File: config.mk
export PLATFORM = sky130hd
export DESIGN_NAME = btn_uart_tx
export DESIGN_NICKNAME = d
export VERILOG_FILES = /design/src/rtl/uart_pkg.sv /design/src/rtl/uart_baud_gen.sv /design/src/rtl/btn_uart_tx.sv
export SDC_FILE = /design/constraint.sdc
export NUM_CORES = 1
export LEC_CHECK = 0
export CORE_AREA = 2 2 78 80
export CTS_CLUSTER_SIZE = 28
export DETAILED_ROUTE_END_ITERATION = 7
export DIE_AREA = 0 0 80 82
export HOLD_SLACK_MARGIN = 0.05
export PLACE_DENSITY = 0.57
export SYNTH_ARGS = -nofsm -noshare
export SYNTH_HDL_FRONTEND = slang
export SYNTH_HIERARCHICAL = 1
export SYNTH_SLANG_ARGS = --single-unit
File: constraint.sdc
create_clock -name clk_50Mhz -period 2.4 [get_ports clk_50Mhz]
set_clock_uncertainty 0.05 [all_clocks]
set_input_delay 0.36 -clock clk_50Mhz [delete_from_list [all_inputs] [get_ports clk_50Mhz]]
set_output_delay 0.36 -clock clk_50Mhz [all_outputs]
set_load 0.01 [all_outputs]
File: src/rtl/uart_pkg.sv
// Shared UART definitions: FSM encodings, default timing and frame lengths.
// Used by both the transmitter and the receiver.
package uart_pkg;

   typedef enum logic [2:0] {
      S_IDLE,
      S_START,
      S_DATA,
      S_PARITY,
      S_STOP
   } uart_state_t;

   localparam int CLKS_PER_BIT_DEF = 434;
   localparam int DATA_BITS        = 8;
   localparam int FRAME_BITS       = 10;
   localparam int FRAME_BITS_PAR   = 11;
   localparam int CNT_W            = 16;

   function automatic logic even_parity(input logic [7:0] d);
      return ^d;
   endfunction

endpackage

File: src/rtl/uart_baud_gen.sv
// Bit-period counter: bit_tick marks the last cycle of each UART bit.
// clear holds the count at zero so every frame starts on a fresh period.
module uart_baud_gen
   import uart_pkg::*;
#(
   parameter int CLKS_PER_BIT = CLKS_PER_BIT_DEF
) (
   input  logic clk_50Mhz,
   input  logic rst_n,
   input  logic clear,
   output logic bit_tick
);

   logic [CNT_W-1:0] cnt;

   assign bit_tick = (cnt == CNT_W'(CLKS_PER_BIT - 1));

   always_ff @(posedge clk_50Mhz or negedge rst_n) begin
      if (!rst_n) begin
         cnt <= '0;
      end else if (clear || bit_tick) begin
         cnt <= '0;
      end else begin
         cnt <= cnt + 1'b1;
      end
   end

endmodule

File: src/rtl/btn_uart_tx.sv
// Button-triggered UART transmitter with a one-entry pending byte buffer.
// Line outputs are registered one cycle behind the FSM state.
module btn_uart_tx
   import uart_pkg::*;
#(
   parameter int CLKS_PER_BIT = CLKS_PER_BIT_DEF,
   parameter int PARITY_EN    = 0
) (
   input  logic       clk_50Mhz,
   input  logic       rst_n,
   input  logic       send_tick,
   input  logic [7:0] din,
   output logic       tx,
   output logic       tx_busy,
   output logic       tx_done_tick,
   output logic       overrun_tick
);

   uart_state_t state;
   uart_state_t state_nx;

   logic       bit_tick;
   logic [7:0] sh;
   logic       par;
   logic [2:0] idx;
   logic       pend_v;
   logic [7:0] pend_b;

   logic       stop_end;
   logic       take;
   logic       load;
   logic       load_pend;
   logic       store;
   logic       drop;
   logic [7:0] load_byte;
   logic       line_bit;

   uart_baud_gen #(
      .CLKS_PER_BIT(CLKS_PER_BIT)
   ) u_baud (
      .clk_50Mhz(clk_50Mhz),
      .rst_n    (rst_n),
      .clear    (state == S_IDLE),
      .bit_tick (bit_tick)
   );

   // A new frame may begin from IDLE or straight out of the stop bit.
   always_comb begin
      stop_end  = (state == S_STOP) && bit_tick;
      take      = (state == S_IDLE) || stop_end;
      load_pend = take && pend_v;
      load      = load_pend || (take && send_tick);
      drop      = send_tick && pend_v;
      store     = send_tick && !pend_v && !take;
      load_byte = pend_v ? pend_b : din;
   end

   always_ff @(posedge clk_50Mhz or negedge rst_n) begin
      if (!rst_n) begin
         state <= S_IDLE;
      end else begin
         state <= state_nx;
      end
   end

   always_comb begin
      state_nx = state;
      unique case (state)
         S_IDLE: begin
            if (load) state_nx = S_START;
         end
         S_START: begin
            if (bit_tick) state_nx = S_DATA;
         end
         S_DATA: begin
            if (bit_tick && idx == 3'd7) begin
               state_nx = (PARITY_EN != 0) ? S_PARITY : S_STOP;
            end
         end
         S_PARITY: begin
            if (bit_tick) state_nx = S_STOP;
         end
         S_STOP: begin
            if (bit_tick) state_nx = load ? S_START : S_IDLE;
         end
         default: state_nx = S_IDLE;
      endcase
   end

   always_comb begin
      line_bit = 1'b1;
      unique case (state)
         S_START:  line_bit = 1'b0;
         S_DATA:   line_bit = sh[0];
         S_PARITY: line_bit = par;
         default:  line_bit = 1'b1;
      endcase
   end

   always_ff @(posedge clk_50Mhz or negedge rst_n) begin
      if (!rst_n) begin
         tx           <= 1'b1;
         tx_busy      <= 1'b0;
         tx_done_tick <= 1'b0;
         overrun_tick <= 1'b0;
         sh           <= '0;
         par          <= 1'b0;
         idx          <= '0;
         pend_v       <= 1'b0;
         pend_b       <= '0;
      end else begin
         tx           <= line_bit;
         tx_busy      <= (state != S_IDLE) || pend_v;
         tx_done_tick <= stop_end;
         overrun_tick <= drop;
         if (load) begin
            sh  <= load_byte;
            par <= even_parity(load_byte);
            idx <= '0;
         end else if (state == S_DATA && bit_tick) begin
            sh  <= {1'b0, sh[7:1]};
            idx <= idx + 3'd1;
         end
         unique case (1'b1)
            load_pend: pend_v <= 1'b0;
            store: begin
               pend_v <= 1'b1;
               pend_b <= din;
            end
            default: ;
         endcase
      end
   end

endmodule

==> results.ini <==
[clocking]
cts_tree=done
clk_latency_ns=0.30
clockBufferDepth=2
cts_max_level=2
cts_root_buf=clkbuf_8
path_clk_slew_ns=0.08
numCtsBuffers=5
clkSinkCount=44

[power]
vdd_drop_max_mv=0.297
clkPwrFrac=0.272
p_seq_frac=0.536
p_leak_nw=1.13
power.internal_mw=1.25
power_density_nw_per_um2=678
p_sw_frac=0.288
p_comb_frac=0.192
p_switching_uw=506

[cells_and_area]
nets=251
fill_cells=575
diodes=0
utilization=0.451
multi_input_area_um2=1070
area_growth_pct=15.6
register_area_um2=1100
drive_gt1_frac=0.156

[sta]
fmax_ghz=0.453
period_minus_slack_ns=2.21
worst_pin_slew_ns=0.568
max-slew-margin-rel=0.621
hold_viol=0
setup_ws_ns=0.191
maxSlewViolCount=0
tns_ns=0
setup_viol_count_final=0
timing.final.crit_share=0.920

[worst_setup_path]
cp.arrival_ns=2.35
r2r-start=u_baud/cnt[0]
critPathRequiredTime_ns=2.54
r2r_slack_ns=0.19
worstSetupEndpointType=register
rr_worst_depth=8
critPathKind=reg2reg
worstPathMaxFanout=8
r2r_end=pend_b[5]
crit_path_start_kind=register

[run_status]
status=completed

[placement]
dpl.hpwl_um=2800
place_congestion=0.741
port-buffer-count=14
preCtsSetupSlack_ns=0.170

[synthesis]
synthArstFlopShare=1.00
syn-num-nets=229
synth_area_per_cell_um2=10.5
ys_seq_area_frac=0.491
yosysUniqueCellTypes=38
synth_area_um2=2240
ys.flop_type=dfrtp_1
synth-edff-count=0
syn-instance-count=214
yosys_warnings=6
synth-seq-cells=44

[detailed_routing]
viasPerCell=4.85
first_pass_iters=4
routedWlPerCell_um=12.7
drc=0
antenna_left=0
totalWireLength_um=3950
num_vias=1514
first_iter_violations=85

[floorplan]
coreArea_um2=5750
die_h_um=82
dieArea_um2=6560
initial_core_util=0.390
io_pins=15
die_w_um=80
rows=28

[flow_run]
maxCapViolCount=0

[global_routing]
grt_pass1_wl_um=6840
grt_overflow=0
grt_pass1_vias=1523
grt_antenna_before_repair=0
grt_max_degree=45
track_usage=0.136

[min_path]
hp-class=in2async

==> metrics by stage <==
| step | cell area, µm² | hold slack (ns) | instances | total power, mW |
|---|---|---|---|---|
| floorplan | 2240 | 0.0144 | 214 | 1.19 |
| global placement | 2480 | 0.432 | 302 | 1.29 |
| detailed placement | 2480 | 0.430 | 302 | 1.30 |
| CTS | 2570 | 0.101 | 310 | 1.79 |
| global route | 2590 | 0.137 | 312 | 1.88 |
| finish | 2590 | 0.0869 | 312 | 1.76 |
==> cell usage in the layout (no fill, tap or decap), types with 8 or more instances in the layout <==
master           Yosys  layout
clkdlybuf4s50_1      0      13
nor3_1               8       8
mux2_2               8       8
xnor2_1             17      17
mux2i_1              8       8
nand2_1             19      19
nor2_1              31      31
xor2_1               9       9
dfrtp_1             43      43
buf_4                0      10
==> cells by family after synthesis <==
group                      share of synthesized area
and+or+nand+nor                                0.210
AOI/OAI and AO/OA                             0.0641
xor gates and xnor gates                       0.102
adders and majority gates                     0.0223
buffers and inverters                         0.0351
DFF                                            0.491
muxes                                         0.0759
==> Yosys cell counts (5+ instances only) <==
cell type | number | share of area
dfrtp_1 | 43 | 0.48
nor2_1 | 31 | 0.052
nand2_1 | 19 | 0.032
xnor2_1 | 17 | 0.066
xor2_1 | 9 | 0.035
mux2_2 | 8 | 0.040
mux2i_1 | 8 | 0.036
nor3_1 | 8 | 0.018
buf_2 | 6 | 0.013
inv_1 | 6 | 0.010
a211oi_1 | 5 | 0.017
nand3_1 | 5 | 0.011
==> how the worst max path moves through the flow <==
stage	startpoint	end	slack, ns
detailed placement	u_baud/cnt[1]	sh[4]	0.17
finish	u_baud/cnt[0]	pend_b[5]	0.19
floorplan	u_baud/cnt[0]	pend_b[0]	0.32
global route	u_baud/cnt[1]	sh[2]	-0.004
global placement	u_baud/cnt[0]	pend_b[6]	0.24
CTS	u_baud/cnt[1]	sh[4]	0.12
==> flip-flops by register name, indices dropped and copies added (netlist names) <==
signal	cells
sh	8
tx	1
tx_done_tick	1
tx_busy	1
idx	3
par	1
u_baud/cnt	16
overrun_tick	1
pend_b	8
pend_v	1
state	3
==> per-layer routing <==
metal  track usage  routed length (µm)
met3        0.0330                  92
met2         0.238                1880
met1         0.159                1910
met4        0.0610                  70
met5             0                   0
==> power groups by stage <==
stage	logic, mW	registers [mW]	clock network, mW
after global routing	0.391	0.959	0.532
after CTS	0.349	0.943	0.503
final	0.338	0.942	0.477
after floorplan	0.250	0.939	0
after detailed placement	0.345	0.957	0
after global placement	0.338	0.955	0
==> critical path, cell delays in order, from the launching register on <==
cell and delay, ns:
dfrtp_1 0.43, ha_1 0.21, nor4b_1 0.14, and4b_2 0.29
nor2b_4 0.19, nor3_4 0.08, nor3b_4 0.18, buf_4 0.20
mux2_2 0.34
==> repair_timing <==
item / in CTS / in global routing
buffers inserted: 0 / 2
endpoints found under the setup margin: 0 / 7
endpoints found under the hold margin: 0 / 0
resized for setup: 0 / 2
hold buffers: 0 / 0
==> area by class of cell <==
type,count,area share
flip-flops and latches,44,0.425
multi-input cells,155,0.413
repair buffers,24,0.0811
well taps,75,0.0362
clock buffers,6,0.0319
inverters,6,0.00869
clock inverters,2,0.00386
No activity file was read; power rests on OpenSTA's default activity.
